<file path="src/rtl/piso_out_ctrl.sv">
// Sequencing controller for the NPU output PISO: captures one result vector,
// drives the PISO load/shift controls and presents each word downstream.
module piso_out_ctrl #(
   parameter int WIDTH    = 8,
   parameter int NUM_TAPS = 4,
   parameter int IDX_W    = (NUM_TAPS > 1) ? $clog2(NUM_TAPS) : 1
) (
   input  logic                      CLKEXT,
   input  logic                      RST,
   input  logic                      SOFT_CLR,
   input  logic                      IN_VALID,
   output logic                      IN_READY,
   input  logic [WIDTH*NUM_TAPS-1:0] IN_DATA,
   output logic [WIDTH*NUM_TAPS-1:0] PISO_DATA,
   output logic                      CLR_PISO_OUT,
   output logic                      SHIFT_OUT,
   output logic                      EN_PISO_OUT,
   output logic                      OUT_VALID,
   input  logic                      OUT_READY,
   output logic [IDX_W-1:0]          OUT_IDX,
   output logic                      OUT_LAST,
   output logic                      FRAME_DONE,
   output logic [1:0]                STATE_DBG
);

   // Handshakes: a transfer happens on a rising edge where valid and ready are
   // both high; valid never depends on ready, and a raised OUT_VALID is held
   // until its word is taken (or SOFT_CLR/RST abort the vector).
   typedef enum logic [1:0] {IDLE, LOAD_A, LOAD_B, STREAM} state_t;

   state_t state;
   logic   in_hs;
   logic   out_hs;

   assign OUT_VALID   = (state == STREAM);
   assign OUT_LAST    = OUT_VALID && (OUT_IDX == '0);
   assign EN_PISO_OUT = OUT_VALID && OUT_READY && !OUT_LAST;
   assign in_hs       = IN_VALID && IN_READY;
   assign out_hs      = OUT_VALID && OUT_READY;
   assign STATE_DBG   = state;

   // A new vector may also enter while the final word of the previous one leaves.
   always_comb begin
      IN_READY = 1'b0;
      case (state)
         IDLE:    IN_READY = !CLR_PISO_OUT;
         STREAM:  IN_READY = OUT_READY && OUT_LAST && !CLR_PISO_OUT;
         default: IN_READY = 1'b0;
      endcase
   end

   always_ff @(posedge CLKEXT) begin
      if (RST) begin
         state        <= IDLE;
         PISO_DATA    <= '0;
         OUT_IDX      <= '0;
         CLR_PISO_OUT <= 1'b1;
         FRAME_DONE   <= 1'b0;
         SHIFT_OUT    <= 1'b1;
      end else begin
         CLR_PISO_OUT <= SOFT_CLR;
         FRAME_DONE   <= 1'b0;
         if (SOFT_CLR) begin
            // Abort wins over any same-cycle capture; PISO_DATA is left as is.
            state     <= IDLE;
            OUT_IDX   <= '0;
            SHIFT_OUT <= 1'b1;
         end else begin
            case (state)
               IDLE: begin
                  if (in_hs) begin
                     PISO_DATA <= IN_DATA;
                     state     <= LOAD_A;
                     SHIFT_OUT <= 1'b0;
                  end
               end
               LOAD_A: begin
                  // PISO staging register takes the new vector at this edge.
                  state <= LOAD_B;
               end
               LOAD_B: begin
                  OUT_IDX   <= IDX_W'(NUM_TAPS - 1);
                  state     <= STREAM;
                  SHIFT_OUT <= 1'b1;
               end
               STREAM: begin
                  if (out_hs) begin
                     if (!OUT_LAST) begin
                        OUT_IDX <= OUT_IDX - IDX_W'(1);
                     end else begin
                        FRAME_DONE <= 1'b1;
                        if (in_hs) begin
                           PISO_DATA <= IN_DATA;
                           state     <= LOAD_A;
                           SHIFT_OUT <= 1'b0;
                        end else begin
                           state <= IDLE;
                        end
                     end
                  end
               end
               default: state <= IDLE;
            endcase
         end
      end
   end

endmodule

</file>
<file path="config.mk">
export PLATFORM = sky130hd
export DESIGN_NAME = piso_out_ctrl
export DESIGN_NICKNAME = d
export VERILOG_FILES = /design/src/rtl/piso_out_ctrl.sv
export SDC_FILE = /design/constraint.sdc
export NUM_CORES = 1
export LEC_CHECK = 0
export BUFFER_PORTS_ARGS = -buffer_cell sky130_fd_sc_hd__buf_2
export CAP_MARGIN = 20
export CORE_ASPECT_RATIO = 0.9
export CORE_MARGIN = 10
export CORE_UTILIZATION = 40
export DETAILED_ROUTE_END_ITERATION = 8
export HOLD_SLACK_MARGIN = 0.03
export PLACE_DENSITY_LB_ADDON = 0.3
export SKIP_CTS_REPAIR_TIMING = 1
export SLEW_MARGIN = 20
export SYNTH_ARGS = -nofsm -noshare
export SYNTH_HDL_FRONTEND = slang
export SYNTH_SLANG_ARGS = --single-unit
</file>
<file path="constraint.sdc">
create_clock -name CLKEXT -period 2.15 [get_ports CLKEXT]
set_clock_uncertainty 0.15 [all_clocks]
set_input_delay 0 -clock CLKEXT [delete_from_list [all_inputs] [get_ports CLKEXT]]
set_output_delay 0 -clock CLKEXT [all_outputs]
set_load 0.005 [all_outputs]
</file>
==> key figures <==
Power
  – Power, Total: approximately 1.4 mW
  – Pwr dens: about 570 nW/µm²
  – Combinational share of power: about an eighth
  – Worst vdd ir: 400 µV
  – Internal power: 1.06 mW
  – Switching share of power: a little under a quarter
  – Net switching power: ~0.32 mW
  – Leakage: between 1 and 1.5 nW
  – Seq pwr share: a little over half
  – Clock power share: around a third

Floorplanning
  – Io pins: 80
  – Die height: a little under 80 µm
  – Row count: 21
  – Chip width: about 85 µm
  – Die ar.: about 6700 µm²
  – Core region area: 3700 µm²
  – Initial Util: 41.4%

Yosys
  – Avg Cell Area, Syn: around 8 µm²
  – Synth area leaders: dfxtp_1, nand2_1, a21oi_1, ha_1, buf_6
  – Synth Cell Area: about 1500 µm²
  – Post-synth top area cell: dfxtp_1
  – Count of distinct cell types in the synthesized netlist: 24
  – Post-synthesis sequential area ratio: between 50% and 60%
  – Syn nets: 229
  – Ys Warns: 0
  – Yosys top cell area share: slightly above 50%
  – Seq cells post-synth: 39
  – Syn Inst Count: about 190

Finish
  – Layout cell share with drive strength beyond 1: 32.8%
  – Final Net Count: roughly 340
  – Area Overhead vs Synth: 58.4%
  – Non-filler cells, final: 349

Detailed routing
  – Routed WL: approximately 4700 µm
  – Routed WL per cell: about 14 µm
  – DRT Pass-1 Iters: 7
  – Post-route ant nets: 0
  – Vias per cell: around 4.6
  – DRC violations left: 0
  – Vias: about 1600
  – DRT iter0 DRCs: 33

Worst setup path
  – Required time of the critical path: around 2.1 ns
  – CP Data Arrival Time: around 2.0 ns
  – Crit. End Element: flip-flop
  – Startpoint type of the worst setup path: flip-flop
  – Setup CP Type: reg -> reg
  – Crit path max fanout: 32

GRT
  – GRT Util Overall: about an eighth
  – Vias in the first global route: 1516
  – First-pass GRT wire length: roughly 6800 µm
  – Initial antenna violation count: 0
  – Largest net degree at the start of global routing: 34
  – GRT overflow: 0

Placed design
  – Post-Place Cells: 306
  – Port buffer count: 79
  – Setup WS pre-CTS: 0.0520 ns
  – DP Wirelength: 3050 µm
  – Placer Congestion: between 0.8 and 0.9

Timing
  – Final worst path period share: between 90% and 100%
  – Rel. slew slack: between 60% and 70%
  – Setup TNS: 0 ns
  – Post-route setup slack: between 0.09 and 0.1 ns
  – RSZ-0062 raised after global routing: false
  – Minimum clock period: roughly 2.1 ns
  – Final Hold Viols: 0
  – Fin. max-slew vios: 0
  – Max Fclk: approximately 0.49 GHz
  – Endpoints failing setup: 0
  – Slew at the pin with the worst max-slew slack: 0.592 ns
  – Final hold slack: ~0.072 ns

CTS
  – Clk sinks: 39
  – CTS Buf Count: 5
  – CTS clk-pin slew, worst paths: roughly 0.080 ns
  – Clock buffer depth: 2
  – Clock latency on the worst-skew pair: 0.28 ns
  – CTS root buf: clkbuf_8
  – Htree depth: 2
  – CTS tree: yes

Job
  – Max-Cap Viols: 0

Outcome
  – Status: finished clean

Hold path
  – HP Class: in -> reg
[cell families (layout without fill, tap and decap cells)]
group | count (synthesis) | in the layout | share of synthesized area, %
buf+inv | 15 | 131 | 5.39
fa+ha+maj | 6 | 6 | 4.90
simple gates | 83 | 83 | 22.0
mux | 1 | 1 | 0.653
other cells | 0 | 1 | 0
compound gates | 42 | 42 | 16.2
flops | 39 | 39 | 50.9
[routing by layer]
layer	global-route usage (%)	part of all wire [%]	up-vias
met1	12.3	41	716
met5	0	0	-
met3	5.41	7.0	4
met2	21.2	51	52
li1	-	-	839
met4	4.61	0.91	0
[cell usage after synthesis]
cell type  number
nand3_1         1
dfxtp_1        39
a221o_1         1
nor2b_1         1
buf_2           3
a31oi_1         1
nand2b_1        1
inv_1           4
nor2_1          6
a211oi_4        1
mux2i_1         1
and2_1          1
a211oi_1        2
clkbuf_1        5
ha_1            6
or2_2           2
buf_6           3
a211o_2         1
a21boi_0        1
nand2_1        67
nor3_1          3
a21oi_1        34
or3b_4          1
a311oi_1        1
[sequential cells by signal (all words and copies together), names as in the netlist]
register and cells:
CLR_PISO_OUT 1, FRAME_DONE 1, PISO_DATA 32, OUT_IDX 2, STATE_DBG 2, SHIFT_OUT 1
[path summary, 6_finish.rpt]
kind / from / to / slack (ns) / cells past startpoint
max: STATE_DBG[0] / PISO_DATA[0] / 0.1 / 7
min: RST / PISO_DATA[14] / 0.07 / 2
max reg2reg: STATE_DBG[0] / PISO_DATA[0] / 0.1 / 7
min reg2reg: PISO_DATA[21] / PISO_DATA[21] / 0.30 / 2
[power groups by stage]
| stage | combinational, mW | sequential [mW] | clock [mW] |
|---|---|---|---|
| after floorplan | 0.0508 | 0.763 | 0 |
| after CTS | 0.115 | 0.744 | 0.494 |
| after detailed placement | 0.115 | 0.761 | 0 |
| final | 0.165 | 0.744 | 0.474 |
| after global placement | 0.114 | 0.761 | 0 |
| after global routing | 0.184 | 0.746 | 0.518 |
[per-stage QoR]
step / utilization, % / cell area [µm²]
floorplan: - / 1530
global placement: 53.7 / 1990
detailed placement: 53.7 / 1990
CTS: 56.0 / 2070
global route: 65.5 / 2430
finish: 65.6 / 2430
[cells in the final DEF (no fill, tap or decap), drive strengths merged, types with 2 or more instances in the layout]
master       netlist  layout
ha                 6       6
a211oi             3       3
nor3               3       3
dfxtp             39      39
or2                2       2
buf                6      85
a21oi             34      34
nor2               6       6
clkbuf             5       6
inv                4       4
dlygate4sd3        0      34
nand2             67      67
[final cells by class]
class | count | area (µm²)
Antenna cell | 1 | 2.50
Clock buffer | 6 | 72.6
Clock inverter | 2 | 12.5
Fill cell | 314 | 1280
Inverter | 4 | 15.0
Multi-Input combinational cell | 132 | 682
Sequential cell | 39 | 781
Tap cell | 46 | 57.6
Timing Repair Buffer | 119 | 806
[worst max-delay path, stage by stage (launching register included)]
cell     delay [ns]
dfxtp_1        0.34
inv_1          0.08
ha_4           0.25
or3b_4         0.43
a211o_2        0.34
buf_12         0.17
nand2_1        0.08
a21oi_1        0.07
(Power assumes the default switching activity.)
